`config.mk`:
```
export PLATFORM = sky130hd
export DESIGN_NAME = instr_encoder
export DESIGN_NICKNAME = d
export VERILOG_FILES = /design/src/rtl/riscv_pkg.sv /design/src/rtl/instr_pack.sv /design/src/rtl/instr_encoder.sv
export SDC_FILE = /design/constraint.sdc
export NUM_CORES = 1
export LEC_CHECK = 0
export CAP_MARGIN = 25
export CORE_MARGIN = 5
export CORE_UTILIZATION = 30
export CTS_CLUSTER_SIZE = 40
export DETAILED_ROUTE_END_ITERATION = 6
export MAX_ROUTING_LAYER = met4
export PLACE_DENSITY_LB_ADDON = 0.25
export SYNTH_ARGS = -nofsm -noshare
export SYNTH_HDL_FRONTEND = slang
export SYNTH_SLANG_ARGS = --single-unit
```
`constraint.sdc`:
```
create_clock -name clk -period 7.2 [get_ports clk]
set_input_delay 1.44 -clock clk [delete_from_list [all_inputs] [get_ports clk]]
set_output_delay 1.44 -clock clk [all_outputs]
set_load 0.1 [all_outputs]
```
`src/rtl/riscv_pkg.sv`:
```
// Shared constants for the instruction-memory writer.
// Opcodes, command kinds and encoder FSM states.
package riscv_pkg;

  localparam logic [6:0] OP_LOAD   = 7'b0000011;
  localparam logic [6:0] OP_STORE  = 7'b0100011;
  localparam logic [6:0] OP_RTYPE  = 7'b0110011;
  localparam logic [6:0] OP_BRANCH = 7'b1100011;
  localparam logic [6:0] OP_ITYPE  = 7'b0010011;
  localparam logic [6:0] OP_JAL    = 7'b1101111;
  localparam logic [6:0] OP_LUI    = 7'b0110111;

  localparam logic [2:0] K_LOAD   = 3'd0;
  localparam logic [2:0] K_STORE  = 3'd1;
  localparam logic [2:0] K_RTYPE  = 3'd2;
  localparam logic [2:0] K_BRANCH = 3'd3;
  localparam logic [2:0] K_ITYPE  = 3'd4;
  localparam logic [2:0] K_JAL    = 3'd5;
  localparam logic [2:0] K_LI     = 3'd6;

  typedef enum logic [1:0] {
    S_IDLE,
    S_EMIT1,
    S_EMIT2
  } state_e;

endpackage

```
`src/rtl/instr_pack.sv`:
```
// Combinational RV32I word builder for one command.
// In: kind, rd/rs1/rs2, funct3, funct7b5, imm, phase. Out: word, two_word, range_err.
module instr_pack
  import riscv_pkg::*;
(
  input  logic [2:0]  kind,
  input  logic [4:0]  rd,
  input  logic [4:0]  rs1,
  input  logic [4:0]  rs2,
  input  logic [2:0]  funct3,
  input  logic        funct7b5,
  input  logic [31:0] imm,
  input  logic        phase,
  output logic [31:0] word,
  output logic        two_word,
  output logic        range_err
);

  logic        fit12;
  logic        fit13;
  logic        fit21;
  logic [19:0] hi20;
  logic [11:0] itop;

  always_comb begin
    fit12 = (&imm[31:11]) | ~(|imm[31:11]);
    fit13 = (&imm[31:12]) | ~(|imm[31:12]);
    fit21 = (&imm[31:20]) | ~(|imm[31:20]);
    // LUI upper rounds up when the ADDI low part is negative.
    hi20  = imm[31:12] + {19'd0, imm[11]};
    // Shift-right-immediate carries the arith/logical bit.
    itop  = (funct3 == 3'b101)
          ? {1'b0, funct7b5, 5'd0, imm[4:0]}
          : imm[11:0];
    word      = '0;
    two_word  = 1'b0;
    range_err = 1'b0;
    unique case (1'b1)
      (kind == K_LOAD): begin
        range_err = ~fit12;
        word = {imm[11:0], rs1, 3'b010, rd, OP_LOAD};
      end
      (kind == K_STORE): begin
        range_err = ~fit12;
        word = {imm[11:5], rs2, rs1, 3'b010,
                imm[4:0], OP_STORE};
      end
      (kind == K_RTYPE): begin
        word = {1'b0, funct7b5, 5'd0, rs2, rs1,
                funct3, rd, OP_RTYPE};
      end
      (kind == K_BRANCH): begin
        range_err = ~fit13 | imm[0];
        word = {imm[12], imm[10:5], rs2, rs1, 3'b000,
                imm[4:1], imm[11], OP_BRANCH};
      end
      (kind == K_ITYPE): begin
        range_err = ~fit12;
        word = {itop, rs1, funct3, rd, OP_ITYPE};
      end
      (kind == K_JAL): begin
        range_err = ~fit21 | imm[0];
        word = {imm[20], imm[10:1], imm[11],
                imm[19:12], rd, OP_JAL};
      end
      (kind == K_LI): begin
        two_word = ~fit12;
        if (fit12)
          word = {imm[11:0], 5'd0, 3'b000, rd, OP_ITYPE};
        else if (!phase)
          word = {hi20, rd, OP_LUI};
        else
          word = {imm[11:0], rd, 3'b000, rd, OP_ITYPE};
      end
      default: range_err = 1'b1;
    endcase
  end

endmodule

```
`src/rtl/instr_encoder.sv`:
```
// Command-to-RV32I encoder writing the core's instruction memory.
// cmd_* handshake in; we/waddr/wdata write port and err pulse out.
module instr_encoder
  import riscv_pkg::*;
(
  input  logic        clk,
  input  logic        reset,
  input  logic        cmd_valid,
  output logic        cmd_ready,
  input  logic [2:0]  cmd_kind,
  input  logic [4:0]  rd,
  input  logic [4:0]  rs1,
  input  logic [4:0]  rs2,
  input  logic [2:0]  funct3,
  input  logic        funct7b5,
  input  logic [31:0] imm,
  input  logic        addr_load,
  input  logic [31:0] addr_in,
  output logic        we,
  output logic [31:0] waddr,
  output logic [31:0] wdata,
  output logic        err
);

  state_e      state_q, state_d;
  logic [31:0] ptr_q, ptr_d;
  logic        we_q, we_d;
  logic        err_q, err_d;
  logic [31:0] waddr_q, waddr_d;
  logic [31:0] wdata_q, wdata_d;
  logic [2:0]  kind_q, kind_d;
  logic [4:0]  rd_q, rd_d;
  logic [4:0]  rs1_q, rs1_d;
  logic [4:0]  rs2_q, rs2_d;
  logic [2:0]  f3_q, f3_d;
  logic        f7_q, f7_d;
  logic [31:0] imm_q, imm_d;

  logic        idle;
  logic        accept;
  logic [31:0] word;
  logic        two_word;
  logic        range_err;

  assign idle      = (state_q == S_IDLE);
  assign cmd_ready = reset & idle;
  assign accept    = cmd_valid & cmd_ready;

  // Live inputs build the first word at acceptance;
  // held fields build the second word of a long LI.
  instr_pack u_pack (
    .kind      (idle ? cmd_kind : kind_q),
    .rd        (idle ? rd       : rd_q),
    .rs1       (idle ? rs1      : rs1_q),
    .rs2       (idle ? rs2      : rs2_q),
    .funct3    (idle ? funct3   : f3_q),
    .funct7b5  (idle ? funct7b5 : f7_q),
    .imm       (idle ? imm      : imm_q),
    .phase     (~idle),
    .word      (word),
    .two_word  (two_word),
    .range_err (range_err)
  );

  always_comb begin
    state_d = state_q;
    ptr_d   = ptr_q;
    we_d    = 1'b0;
    err_d   = 1'b0;
    waddr_d = waddr_q;
    wdata_d = wdata_q;
    kind_d  = kind_q;
    rd_d    = rd_q;
    rs1_d   = rs1_q;
    rs2_d   = rs2_q;
    f3_d    = f3_q;
    f7_d    = f7_q;
    imm_d   = imm_q;
    unique case (1'b1)
      (state_q == S_IDLE): begin
        if (accept) begin
          kind_d  = cmd_kind;
          rd_d    = rd;
          rs1_d   = rs1;
          rs2_d   = rs2;
          f3_d    = funct3;
          f7_d    = funct7b5;
          imm_d   = imm;
          state_d = S_EMIT1;
          if (range_err) begin
            err_d = 1'b1;
          end else begin
            we_d    = 1'b1;
            waddr_d = ptr_q;
            wdata_d = word;
            ptr_d   = ptr_q + 32'd4;
          end
        end else if (addr_load) begin
          ptr_d = addr_in;
        end
      end
      (state_q == S_EMIT1): begin
        state_d = S_IDLE;
        if (two_word) begin
          we_d    = 1'b1;
          waddr_d = ptr_q;
          wdata_d = word;
          ptr_d   = ptr_q + 32'd4;
          state_d = S_EMIT2;
        end
      end
      default: state_d = S_IDLE;
    endcase
  end

  always_ff @(posedge clk) begin
    if (!reset) begin
      state_q <= S_IDLE;
      ptr_q   <= '0;
      we_q    <= 1'b0;
      err_q   <= 1'b0;
      waddr_q <= '0;
      wdata_q <= '0;
      kind_q  <= '0;
      rd_q    <= '0;
      rs1_q   <= '0;
      rs2_q   <= '0;
      f3_q    <= '0;
      f7_q    <= 1'b0;
      imm_q   <= '0;
    end else begin
      state_q <= state_d;
      ptr_q   <= ptr_d;
      we_q    <= we_d;
      err_q   <= err_d;
      waddr_q <= waddr_d;
      wdata_q <= wdata_d;
      kind_q  <= kind_d;
      rd_q    <= rd_d;
      rs1_q   <= rs1_d;
      rs2_q   <= rs2_d;
      f3_q    <= f3_d;
      f7_q    <= f7_d;
      imm_q   <= imm_d;
    end
  end

  assign we    = we_q;
  assign err   = err_q;
  assign waddr = waddr_q;
  assign wdata = wdata_q;

endmodule
```
==> results by group, run 1 <==
Status
  – Run status: completed

Global routing
  – Aggregate global-route resource usage: a little under a fifth
  – Maximum number of pins on one net before global-route repair: 86
  – Initial antenna violation count: 0
  – Wire length of the first global-routing pass: ~43 mm
  – Number of global-route vias before repair: 7640
  – Met2 track demand over resource in global routing: 29.1%
  – Met3 capacity usage during global routing: under 10%
  – Global-route met1 utilization: around a quarter
  – Layer carrying the most global-route usage: met2
  – Total congestion overflow after global routing: 0

Final layout
  – Finished layout cell area: about 10000 um2
  – Net total in the final layout: approximately 1300
  – Post-synthesis to final-layout area growth: 27.8%
  – Final non-filler cell total: roughly 1500
  – Diodes inserted: 0
  – Share of layout cells above drive strength 1: ~5.4%

Floorplanning
  – X dimension of the die: roughly 170 um
  – CORE AREA: between 20000 and 30000 um2
  – Area of the die: 30400 um2
  – Initial Util: between 30% and 40%
  – Die Y: around 170 um
  – Total number of placement rows: 60
  – I/O pin count: approximately 160

Placement
  – Port Buffer Count: between 150 and 200
  – Count of placed standard cells including taps: 1512
  – Post-DP HPWL: between 15 and 20 mm
  – Dpl cell area: slightly below 10000 um2
  – Routability cong.: between 0.8 and 0.9

Detailed routing
  – Avg WL per Cell: approximately 18 um
  – DR DRC count: 0
  – Routed vias: around 8200
  – Final ANT Viol Nets: 0
  – Length of the first detailed-routing pass in iterations: 5
  – Via count normalized by instance count: ~5.3
  – Routed WL: 27.6 mm
  – Number of DRC markers in iteration 0: 823

Clock tree
  – Post-cts repair resize count: 0
  – Clock transition at path regs: 0.07 ns
  – Master cell of the clock root buffer: clkbuf_16
  – Number of CTS-inserted buffers: 17
  – Worst-skew pair later-pin latency: around 0.42 ns
  – H-tree levels: 4
  – Clock Sink Count: roughly 150
  – CTS tree: done
  – Postcts setup bufs: 0
  – Number of hold buffers added after cts: 0
  – Maximum count of clock buffers along a single path: 2

Worst setup path
  – Kind of critical path: primary input to register
  – Arrival time of the worst setup path: about 5.3 ns
  – Worst path required time: between 7 and 8 ns
  – Largest driver fanout on the critical path: between 60 and 70
  – Type of origin of the critical path: primary input
  – Kind of end point of the critical path: register

Yosys
  – Most area-consuming cells after synthesis: dfxtp_1 (38%), nand2_1 (11%), o21ai_0 (6.2%)
  – Flip-flop and latch count after synthesis: ~150
  – Register area share after synthesis: ~38%
  – Area share of the largest cell type after synthesis: about 38%
  – Library cell with the largest summed area after synthesis: dfxtp_1
  – Cell types with the highest counts after synthesis: nand2_1 (247), dfxtp_1 (153), o21ai_0 (101)
  – Area of the mapped netlist: just over 8000 um2
  – Fraction of synthesis flops using an asynchronous set or reset pin: 0%
  – Post-Syn Area per Cell: approximately 7.4 um2
  – Library cells used by synthesis: 68
  – Main flop type after synthesis: dfxtp_1
  – Cell with the most instances after synthesis: nand2_1
  – Syn Nets: about 1200
  – Number of enable-type register cells in the synthesized netlist: 0
  – Gate Count Post-Synth: about 1100
  – Yosys warning total: 0

Power and ir drop
  – Total power consumption of the routed design: 2.25 mW
  – Power density normalized to cell area: roughly 220 nW/um2
  – Leakage Power: ~3.6 nW
  – Peak supply drop: about 0.13 mV

STA
  – Post-layout min period: 4.97 ns
  – Max Transition Viols Final: 0
  – RSZ-0062 raised after global routing: no
  – Layout Skew: 0.00989 ns
  – Max frequency: roughly 0.2 GHz
  – # setup viols final: 0
  – Total count of hold-check failures in the final report: 0
  – Aggregate negative setup slack: 0 ns
  – Worst Max-Slew Pin Slew: approximately 1.1 ns
  – Worst Hold Margin: about 0.45 ns
  – Final period utilization: approximately 70%
  – Worst relative slew slack: about 28%

Job
  – Number of maximum-capacitance violations: 0

Min path
  – Worst hold-check path type: register to register
-- cell usage in the layout (no fill, tap or decap), types with 9 or more instances in the layout --
cell type,instances
xor2_1,9
mux2i_1,19
o32ai_1,11
o21ai_1,33
dfxtp_1,153
inv_1,10
clkbuf_16,17
o21ai_0,100
o31ai_1,10
and2_1,12
nor4_1,10
nand3_1,60
xnor2_1,11
buf_4,16
clkdlybuf4s50_1,154
a21oi_1,74
nor3_1,15
nand2_1,247
a221oi_1,9
nor2_1,73
o211ai_1,22
a211oi_1,11
-- power breakdown --
group          leakage [nW]  internal, mW  switching, mW
clock                 0.250         0.488          0.384
sequential             1.25         0.894         0.0437
combinational          2.11         0.152          0.290
-- area by class of cell --
class / instances / area [um2]
clock inverter: 9 / 93.8
multi-input combinational: 837 / 4620
tap: 341 / 427
timing repair buffer: 170 / 1660
fill: 2816 / 16400
clock buffer: 23 / 458
inverter: 11 / 41.3
sequential: 153 / 3060
-- sequential cells by signal, summed over array words and instances, names as in the netlist --
name / count
imm_q: 32
ptr_q: 32
waddr: 32
wdata: 31
rd_q: 5
rs1_q: 5
rs2_q: 5
f3_q: 3
kind_q: 3
state_q: 2
err: 1
f7_q: 1
we: 1
-- cell families (layout without fill, tap and decap cells) --
group,Yosys count,count (layout),synth area share [%]
flops,153,153,37.8
mux,21,21,2.62
compound gates,333,333,26.1
simple gates,460,460,25.4
fa+ha+maj,3,3,0.463
buf+inv,99,213,5.49
xor+xnor,20,20,2.16
-- through the flow --
stage,setup slack (ns),utilization [%]
detailed placement,1.84,36.6
CTS,2.28,38.7
finish,2.23,38.7
floorplan,2.66,-
global placement,1.98,36.6
global route,1.91,38.7
-- critical path: stages --
cell,delay (ns)
clkdlybuf4s50_1,0.51
nand2_1,0.10
nand2_1,0.18
ha_1,0.25
nand4bb_1,0.15
a22oi_2,0.36
nand2_1,0.14
o32ai_1,0.18
o2bb2ai_2,0.22
a221o_4,0.63
buf_4,0.63
o221ai_1,0.25
o211a_1,0.18
-- routing by layer --
layer,up-vias,wire length [um]
met1,3849,12600
li1,4085,-
met2,261,13000
met5,-,0
met3,22,1590
met4,0,342
-- path summary, 6_finish.rpt --
kind / slack [ns] / cells past startpoint / end / startpoint
hold / removal: 0.45 / 2 / wdata[6] / wdata[6]
setup reg to reg: 2.50 / 13 / wdata[7] / state_q[0]
setup / recovery: 2.23 / 13 / wdata[7] / imm[11]
hold reg to reg: 0.45 / 2 / wdata[6] / wdata[6]
(Power assumes the default switching activity.)
==> inputs of run 2 (changes only) <==
Clock period 7.2 ns to 4.45 ns, I/O delays scaled along.
==> run 2 against run 1 <==
Effect of this change:
- non-clock buffer count up 6
- highest routed layer unchanged
- combinational power increased by 64%
- clock-buffer cell count down 4
- power up 64%
- largest cell class unchanged
- die area unchanged
==> results by group, run 2 (same netlist as run 1, synthesis figures left out) <==
Floorplanning
  – I/O pin count: 157 (unchanged)
  – Initial Util: 30.3% (unchanged)
  – Die Y: 174 um (unchanged)
  – X dimension of the die: 174 um (unchanged)
  – CORE AREA: 26800 um2 (unchanged)
  – Total number of placement rows: 60 (unchanged)
  – Area of the die: 30400 um2 (unchanged)

Clock tree
  – Postcts setup bufs: 0 (unchanged)
  – Clock transition at path regs: 0.07 ns (about the same)
  – CTS tree: done (unchanged)
  – Maximum count of clock buffers along a single path: 2 (unchanged)
  – H-tree levels: 4 (unchanged)
  – Master cell of the clock root buffer: clkbuf_16 (unchanged)
  – Number of CTS-inserted buffers: 17 (unchanged)
  – Clock Sink Count: 153 (unchanged)
  – Worst-skew pair later-pin latency: 0.42 ns (about the same)
  – Post-cts repair resize count: 0 (unchanged)
  – Number of hold buffers added after cts: 0 (unchanged)

Power and ir drop
  – Sw Share: 31.9% (was 31.8%)
  – Logic pwr share: 19.6% (about the same)
  – Leakage Power: 3.69 nW (was 3.61 nW)
  – Flop pwr share: 41.0% (was 41.7%)
  – Power density normalized to cell area: 352 nW/um2 (was 217 nW/um2)
  – NetSw: 1.18 mW (was 0.717 mW)
  – Share of power burned in the clock network: 39.4% (was 38.7%)
  – Peak supply drop: 0.189 mV (was 0.128 mV)
  – Internal power contribution: 2.52 mW (was 1.53 mW)

Global routing
  – Maximum number of pins on one net before global-route repair: 93 (was 86)
  – Wire length of the first global-routing pass: 42.5 mm (was 43.2 mm)
  – Number of global-route vias before repair: 7461 (was 7640)
  – Aggregate global-route resource usage: 17.7% (was 18.1%)
  – Total congestion overflow after global routing: 0 (unchanged)
  – Initial antenna violation count: 2 (was 0)

Placement
  – Post-Place Worst Slack: 0.420 ns (was 1.84 ns)
  – Dpl cell area: 9920 um2 (was 9820 um2)
  – Port Buffer Count: 156 (unchanged)
  – Post-DP HPWL: 19.8 mm (about the same)
  – Routability cong.: 0.884 (was 0.891)

Final layout
  – Most used cells in the layout excluding fill and tap cells: nand2_1 (247), clkdlybuf4s50_1 (154), dfxtp_1 (153), o21ai_0 (100), a21oi_1 (74) (unchanged)
  – Most common library cell in the layout ignoring fill and taps: nand2_1 (unchanged)
  – Post-synthesis to final-layout area growth: 29.7% (was 27.8%)
  – Finished layout cell area: 10500 um2 (was 10400 um2)
  – Share of layout cells above drive strength 1: 6.29% (was 5.40%)
  – Net total in the final layout: 1289 (was 1283)
  – Utilization of the core after routing: 39.3% (was 38.7%)

Detailed routing
  – DR DRC count: 0 (unchanged)
  – Number of DRC markers in iteration 0: 642 (was 823)
  – Routed WL: 27.3 mm (was 27.6 mm)
  – Avg WL per Cell: 17.6 um (was 17.9 um)
  – Via count normalized by instance count: 5.28 (was 5.32)
  – Length of the first detailed-routing pass in iterations: 7 (was 5)
  – Routed vias: 8200 (was 8217)
  – Final ANT Viol Nets: 0 (unchanged)

Worst setup path
  – Type of origin of the critical path: primary input (unchanged)
  – Stage delay of the slowest cell on the critical path: 0.52 ns (was 0.63 ns)
  – Worst path required time: 4.75 ns (was 7.51 ns)
  – Largest driver fanout on the critical path: 64 (unchanged)
  – Slowest stage cell, crit path: clkdlybuf4s50_1 (was a221o_4)
  – Arrival time of the worst setup path: 3.95 ns (was 5.29 ns)
  – Critical-path cell list: clkdlybuf4s50_1 > nand2_1 > nand2_1 > ha_1 > nand4bb_1 > a22oi_2 > and2_1 > a22oi_2 > and3_1 > a221o_4 > buf_12 > o21ai_0 > a21oi_1 (was clkdlybuf4s50_1 > nand2_1 > nand2_1 > ha_1 > nand4bb_1 > a22oi_2 > nand2_1 > o32ai_1 > o2bb2ai_2 > a221o_4 > buf_4 > o221ai_1 > o211a_1)
  – Worst setup slack for register-to-register paths: 0.88 ns (was 2.50 ns)
  – Kind of end point of the critical path: register (unchanged)
  – Kind of critical path: primary input to register (unchanged)

STA
  – Max frequency: approximately 0.27 GHz
  – RSZ-0062 raised after global routing: no (unchanged)
  – Worst Max-Slew Pin Slew: 1.08 ns (about the same)
  – Aggregate negative setup slack: 0 ns (unchanged)
  – Final worst-path setup slack: 0.805 ns (was 2.23 ns)
  – Post-layout min period: 3.65 ns
  – Total count of hold-check failures in the final report: 0 (unchanged)
  – Final period utilization: roughly four fifths
  – Worst Hold Margin: 0.448 ns (was 0.449 ns)
  – Layout Skew: 0.0178 ns (was 0.00989 ns)
  – Max Transition Viols Final: 0 (unchanged)
  – Worst relative slew slack: 27.6% (about the same)
  – # setup viols final: 0 (unchanged)

Status
  – Run status: completed (unchanged)

Job
  – Number of maximum-capacitance violations: 0 (unchanged)

Min path
  – Worst hold-check path type: register to register (unchanged)
-- run 2: power groups by stage --
stage / combinational, mW / sequential (mW) / clock [mW]
after floorplan: 0.358 / 1.64 / 0
after detailed placement: 0.725 / 1.55 / 0
after global routing: 0.783 / 1.53 / 1.55
after CTS: 0.727 / 1.52 / 1.50
final: 0.724 / 1.52 / 1.46
after global placement: 0.721 / 1.55 / 0
-- run 2: per-stage QoR --
step	total power, mW	cells
floorplan	2.00	1089
global placement	2.27	1518
detailed placement	2.27	1518
CTS	3.74	1550
global route	3.86	1552
finish	3.70	1553
-- run 2: cell type report --
class | count | area [um2]
clock inverter | 13 | 135
clock buffer | 19 | 453
fill | 2774 | 16300
sequential | 153 | 3060
antenna | 3 | 7.51
timing repair buffer | 176 | 1770
multi-input combinational | 837 | 4620
inverter | 11 | 41.3
tap | 341 | 427
-- run 2: path summary, 6_finish.rpt --
| check | start | endpoint | depth (start not counted) |
|---|---|---|---|
| worst min register to register | waddr[21] | waddr[21] | 2 |
| worst max-delay path | imm[11] | wdata[31] | 13 |
| worst min-delay path | waddr[21] | waddr[21] | 2 |
| worst max register to register | state_q[1] | wdata[31] | 13 |
-- run 2: per-layer routing --
metal,global-route usage [%],share of wire [%],vias to the layer above
met5,-,0,-
met4,5.15,2.2,0
met3,3.26,5.2,32
met2,27.1,46,257
met1,24.0,47,3816
li1,-,-,4095
-- run 2: worst max-delay path: cells and delay by family --
family,cells,cell delay [ns]
simple gates,5,0.96
buf+inv,2,0.73
compound gates,5,1.12
fa+ha+maj,1,0.24
==> RTL change 1 (settings of run 1) <==
Make the reset (`reset`) asynchronous in one clocked block.
--- a/src/rtl/instr_encoder.sv
+++ b/src/rtl/instr_encoder.sv
@@ -114,5 +114,5 @@
   end
 
-  always_ff @(posedge clk) begin
+  always_ff @(posedge clk or negedge reset) begin
     if (!reset) begin
       state_q <= S_IDLE;
Function: differs if reset is asserted again (counterexample within 4 cycles, from zero or initial values and one cycle with reset low); with reset held inactive, the same outputs for 4 cycles.
==> RTL change 1 against run 1 <==
Final cell count fell by 6.3%. Maximum frequency shrank 2.1%. Sequential cell count unchanged. Synthesized area grew 4.1%. Routed wire length decreased by 1.8%. Die area up 3.8%. Global-route usage decreased by 0.52 points. Cell area rose by 5.9%. Worst setup slack worse by 0.11 ns. Largest cell class unchanged. Highest routed layer unchanged.
Power is not compared: it rests on default switching activity, and its combinational part moved more than twofold at a synthesized area within 25%.
==> RTL change 1: results (changes against run 1) <==
| Metric | Value |
|---|---|
| Outcome | `finished, final reports clean` |
| CP peak stage delay | `0.99 ns (+0.36 ns)` |
| Site row count | `61 (+1.7%)` |
| Vias in the first global route | `7440 (-2.6%)` |
| Clk tree area frac | `5.41% (+0.093 points)` |
| Buffering overhead | `15.6% (-0.40 points)` |
| Layout net count | `1147 (-11%)` |
| Max Fanout on Critical Path | `43 (-33%)` |
| Hold path startpoint | `imm_q[11]$_DFFE_PN0P_` |
| Pre-CTS setup slack | `1.72 ns (-0.118 ns)` |
| Synth area leaders | `dfrtp_1, nand2_1, mux2_1, mux2i_1, o21ai_0` |
| Synthesized instance count | `918 (-16%)` |
| Initial antenna violation count | `1 (+1)` |
| Inverter count | `14 (+3)` |
| WL final | `27100 um (-1.8%)` |
| Slew at the pin closest to its max-slew limit | `1.03 ns (-0.0580 ns)` |
| Cell variety after synth | `74 (+8.8%)` |
| Register area share after synthesis | `45.4% (+7.6 points)` |
| Non-clock buffer count | `172 (+1.2%)` |
| Crit path to | `wdata[18]$_DFFE_PN0P_` |
| GPL Wtd Cong | `0.865 (-2.8%)` |
| Ys flop type | `dfrtp_1` |
| Top cells by count, synth | `nand2_1, dfrtp_1, mux2_1` |
| Multi-input combinational area share | `39.3% (-5.3 points)` |
| Multi-In Gates | `696 (-17%)` |
| Dpl hpwl | `19200 um (-3.0%)` |
| DR iter-0 viols | `657 (-20%)` |
| Ys async rst share | `100% (+100 points)` |
| Vias per inst | `5.21 (-2.2%)` |
| CP startpoint | `state_q[0]$_DFFE_PN0P_` |
| GRT Total Usage | `17.6% (-0.52 points)` |
| Syn_nets | `1011 (-14%)` |
| Crit-path slowest cell | `dfrtp_1` |
==> RTL change 1: cells by family (layout without fill, tap and decap cells) <==
| family | Yosys count | count (layout) | synth area share, % |
|---|---|---|---|
| other | 0 | 1 | 0 |
| DFF | 153 | 153 | 45.4 |
| xor gates and xnor gates | 17 | 17 | 1.76 |
| adders and majority gates | 3 | 3 | 0.445 |
| and+or+nand+nor | 367 | 367 | 19.7 |
| AOI/OAI and AO/OA | 214 | 214 | 16.6 |
| buffers and inverters | 69 | 218 | 3.97 |
| muxes | 95 | 95 | 12.2 |
==> RTL change 1: per-stage QoR <==
step                      util (%)  hold WS [ns]
after floorplan                  -         0.437
after global placement        37.3         0.449
after detailed placement      37.4         0.462
after CTS                     39.5         0.479
after global routing          39.5         0.498
final                         39.5         0.472
==> RTL change 1: per-layer routing <==
metal  GRT usage (%)  vias to the layer above  wire length, um
met5               -                        -                0
met4            4.32                        0              377
met3            3.94                       27             1510
met2            26.4                      248            12400
met1            24.3                     3673            12800
li1                -                     3580                -
==> RTL change 2 (config.mk and constraints of run 1) <==
Without the edit above. The 3 states of `state_e` get a one-hot encoding in 3 bits.
--- a/src/rtl/riscv_pkg.sv
+++ b/src/rtl/riscv_pkg.sv
@@ -19,8 +19,8 @@
   localparam logic [2:0] K_LI     = 3'd6;
 
-  typedef enum logic [1:0] {
-    S_IDLE,
-    S_EMIT1,
-    S_EMIT2
+  typedef enum logic [2:0] {
+    S_IDLE  = 3'b001,
+    S_EMIT1 = 3'b010,
+    S_EMIT2 = 3'b100
   } state_e;
 
Formal check against the unedited RTL: same outputs for any inputs over 4 cycles, from zero or initial values and one cycle with reset low; so few cycles prove little.
==> RTL change 2 against run 1 <==
Sequential share of layout area shrank 0.43 points. Synthesized area rose by 0.94%. Cell area increased by 2.1%. Via count up 1.3%. Final cell count shrank 0.65%. Sequential cell count increased by 1. Critical path depth unchanged. Total power is 8.8% higher. Worst setup slack gained 0.31 ns. Maximum frequency increased by 6.8%. First-iteration DRC count is 16% lower. Routed wire length is 4.7% higher. Critical endpoint is now ptr_q[30]$_SDFFE_PN0P_. Largest cell class unchanged. Largest power group is now the clock network.
==> RTL change 2: results (changes against run 1) <==
| Metric | Value |
|---|---|
| Outcome | `finished, final reports clean` |
| Worst skew pair latency | `0.43 ns` |
| Min Hold Slack | `0.451 ns (+0.00209 ns)` |
| DR iter-0 viols | `694 (-16%)` |
| Post-Layout Cell Count | `1534 (-0.65%)` |
| Arr. time, crit path | `4.98 ns (-0.31 ns)` |
| Pleak | `3.93 nW (+8.9%)` |
| Synth area leaders | `dfxtp_1, nand2_1, nand3_1, a21oi_1, o32ai_2` |
| Register area share after synthesis | `37.7% (-0.11 points)` |
| First-pass GRT wire length | `44700 um (+3.6%)` |
| DR WL/cell | `18.8 um (+5.4%)` |
| P_comb | `0.518 mW (+17%)` |
| Fraction of layout cells with a size suffix above 1 | `7.96% (+2.6 points)` |
| IO buf count | `156 (unchanged)` |
| Final antenna diode count | `0 (unchanged)` |
| Ys async rst share | `0% (unchanged)` |
| Post-route minimum period | `4.66 ns (-0.315 ns)` |
| CP peak stage delay | `0.74 ns (+0.11 ns)` |
| Dpl hpwl | `20300 um (+2.7%)` |
| Max Fanout on Critical Path | `39 (-39%)` |
| Reg2Reg Depth | `14 (+1)` |
| Cell family with most CP delay | `compound AO/OA/AOI/OAI gates` |
| Synth Area in Compound Gates | `22.9% (-3.2 points)` |
| Layout net count | `1274 (-0.70%)` |
| Sw frac | `32.9% (+1.0 points)` |
| Syn_area_per_cell | `7.64 um2 (+2.6%)` |
| Pre-CTS setup slack | `2.09 ns (+0.251 ns)` |
| Adder-cell share of the synthesized area | `0.611% (+0.15 points)` |
| Vias in the first global route | `7738 (+1.3%)` |
| Ys flop type | `dfxtp_1` |
| Num CTS Buffers | `17 (unchanged)` |
| Layout Skew | `0.0125 ns (+0.00265 ns)` |
| Routed vias | `8327 (+1.3%)` |
| H-Tree Depth | `4 (unchanged)` |
| Reg2reg setup slack | `2.97 ns (+0.47 ns)` |
| Maximum clock path buffer count | `2 (unchanged)` |
| Cell variety after synth | `72 (+5.9%)` |
| Slew at the pin closest to its max-slew limit | `1.09 ns (+0.00693 ns)` |
| Top cells by count, synth | `nand2_1, dfxtp_1, nand3_1` |
| Crit-path slowest cell | `a311o_2` |
| Area after DPL | `9900 um2 (+0.88%)` |
| Largest net degree at the start of global routing | `98 (+14%)` |
| GPL Wtd Cong | `0.896 (+0.63%)` |
| Synth Warn # | `0 (unchanged)` |
| GRT Total Usage | `18.8% (+0.67 points)` |
| Final Power | `2.45 mW (+8.8%)` |
| Quantity of gates resized following cts | `0 (unchanged)` |
| Mux cell area share after synthesis | `2.63% (+0.0061 points)` |
| Peak supply drop | `0.124 mV (-3.6%)` |
| Sequential Power Share | `38.9% (-2.8 points)` |
| Worst min path class | `reg -> reg` |
| Post-Synth XOR/XNOR Area | `1.82% (-0.34 points)` |
| Syn_nets | `1165 (-1.4%)` |
[RTL change 2: cell count changes after synthesis, moves of 6 or more]
cell / change
a221oi_1: -6
o32ai_2: +20
o211ai_1: -21
and2_1: -7
o32ai_1: -11
nor3_1: +17
nand4_1: +9
nand4bb_1: -7
nand2_1: -10
nand3_1: +43
a31oi_1: +10
o21ai_1: -32
o21ai_0: -45
buf_2: -6
[RTL change 2: layout make-up]
cell class / count / area [um2]
clock buffers: 17 / 425
fillers: 2789 / 16300
well taps: 341 / 427
inverters: 9 / 33.8
repair buffers: 173 / 1720
clock inverters: 15 / 206
flip-flops and latches: 154 / 3080
multi-input cells: 825 / 4690
[RTL change 2: worst reg2reg max path: stages, from the launching register on]
cell and delay [ns]:
dfxtp_1 0.50, or3b_1 0.17, buf_4 0.46, nand2_1 0.14, nand2_1 0.14, ha_1 0.22
nand3_1 0.13, nor2_1 0.25, a22o_1 0.36, a31oi_4 0.22, a21oi_1 0.20, a311o_2 0.74
buf_4 0.35, a21oi_2 0.04, o221a_1 0.22
[RTL change 2: layer usage]
| layer | vias to the layer above | track usage, % | routed length, um |
|---|---|---|---|
| met2 | 307 | 28.0 | 12800 |
| met4 | 0 | 5.92 | 675 |
| met3 | 36 | 2.94 | 1650 |
| met5 | - | - | 0 |
| li1 | 4083 | - | - |
| met1 | 3901 | 26.2 | 13800 |
[RTL change 2: worst paths after layout]
path                                         startpoint                     end
worst max-delay path                            imm[11]  ptr_q[30]$_SDFFE_PN0P_
worst max register to register  state_q[2]$_SDFFE_PN0P_  ptr_q[30]$_SDFFE_PN0P_
worst min-delay path              ptr_q[1]$_SDFFE_PN0P_   ptr_q[1]$_SDFFE_PN0P_
worst min register to register    ptr_q[1]$_SDFFE_PN0P_   ptr_q[1]$_SDFFE_PN0P_
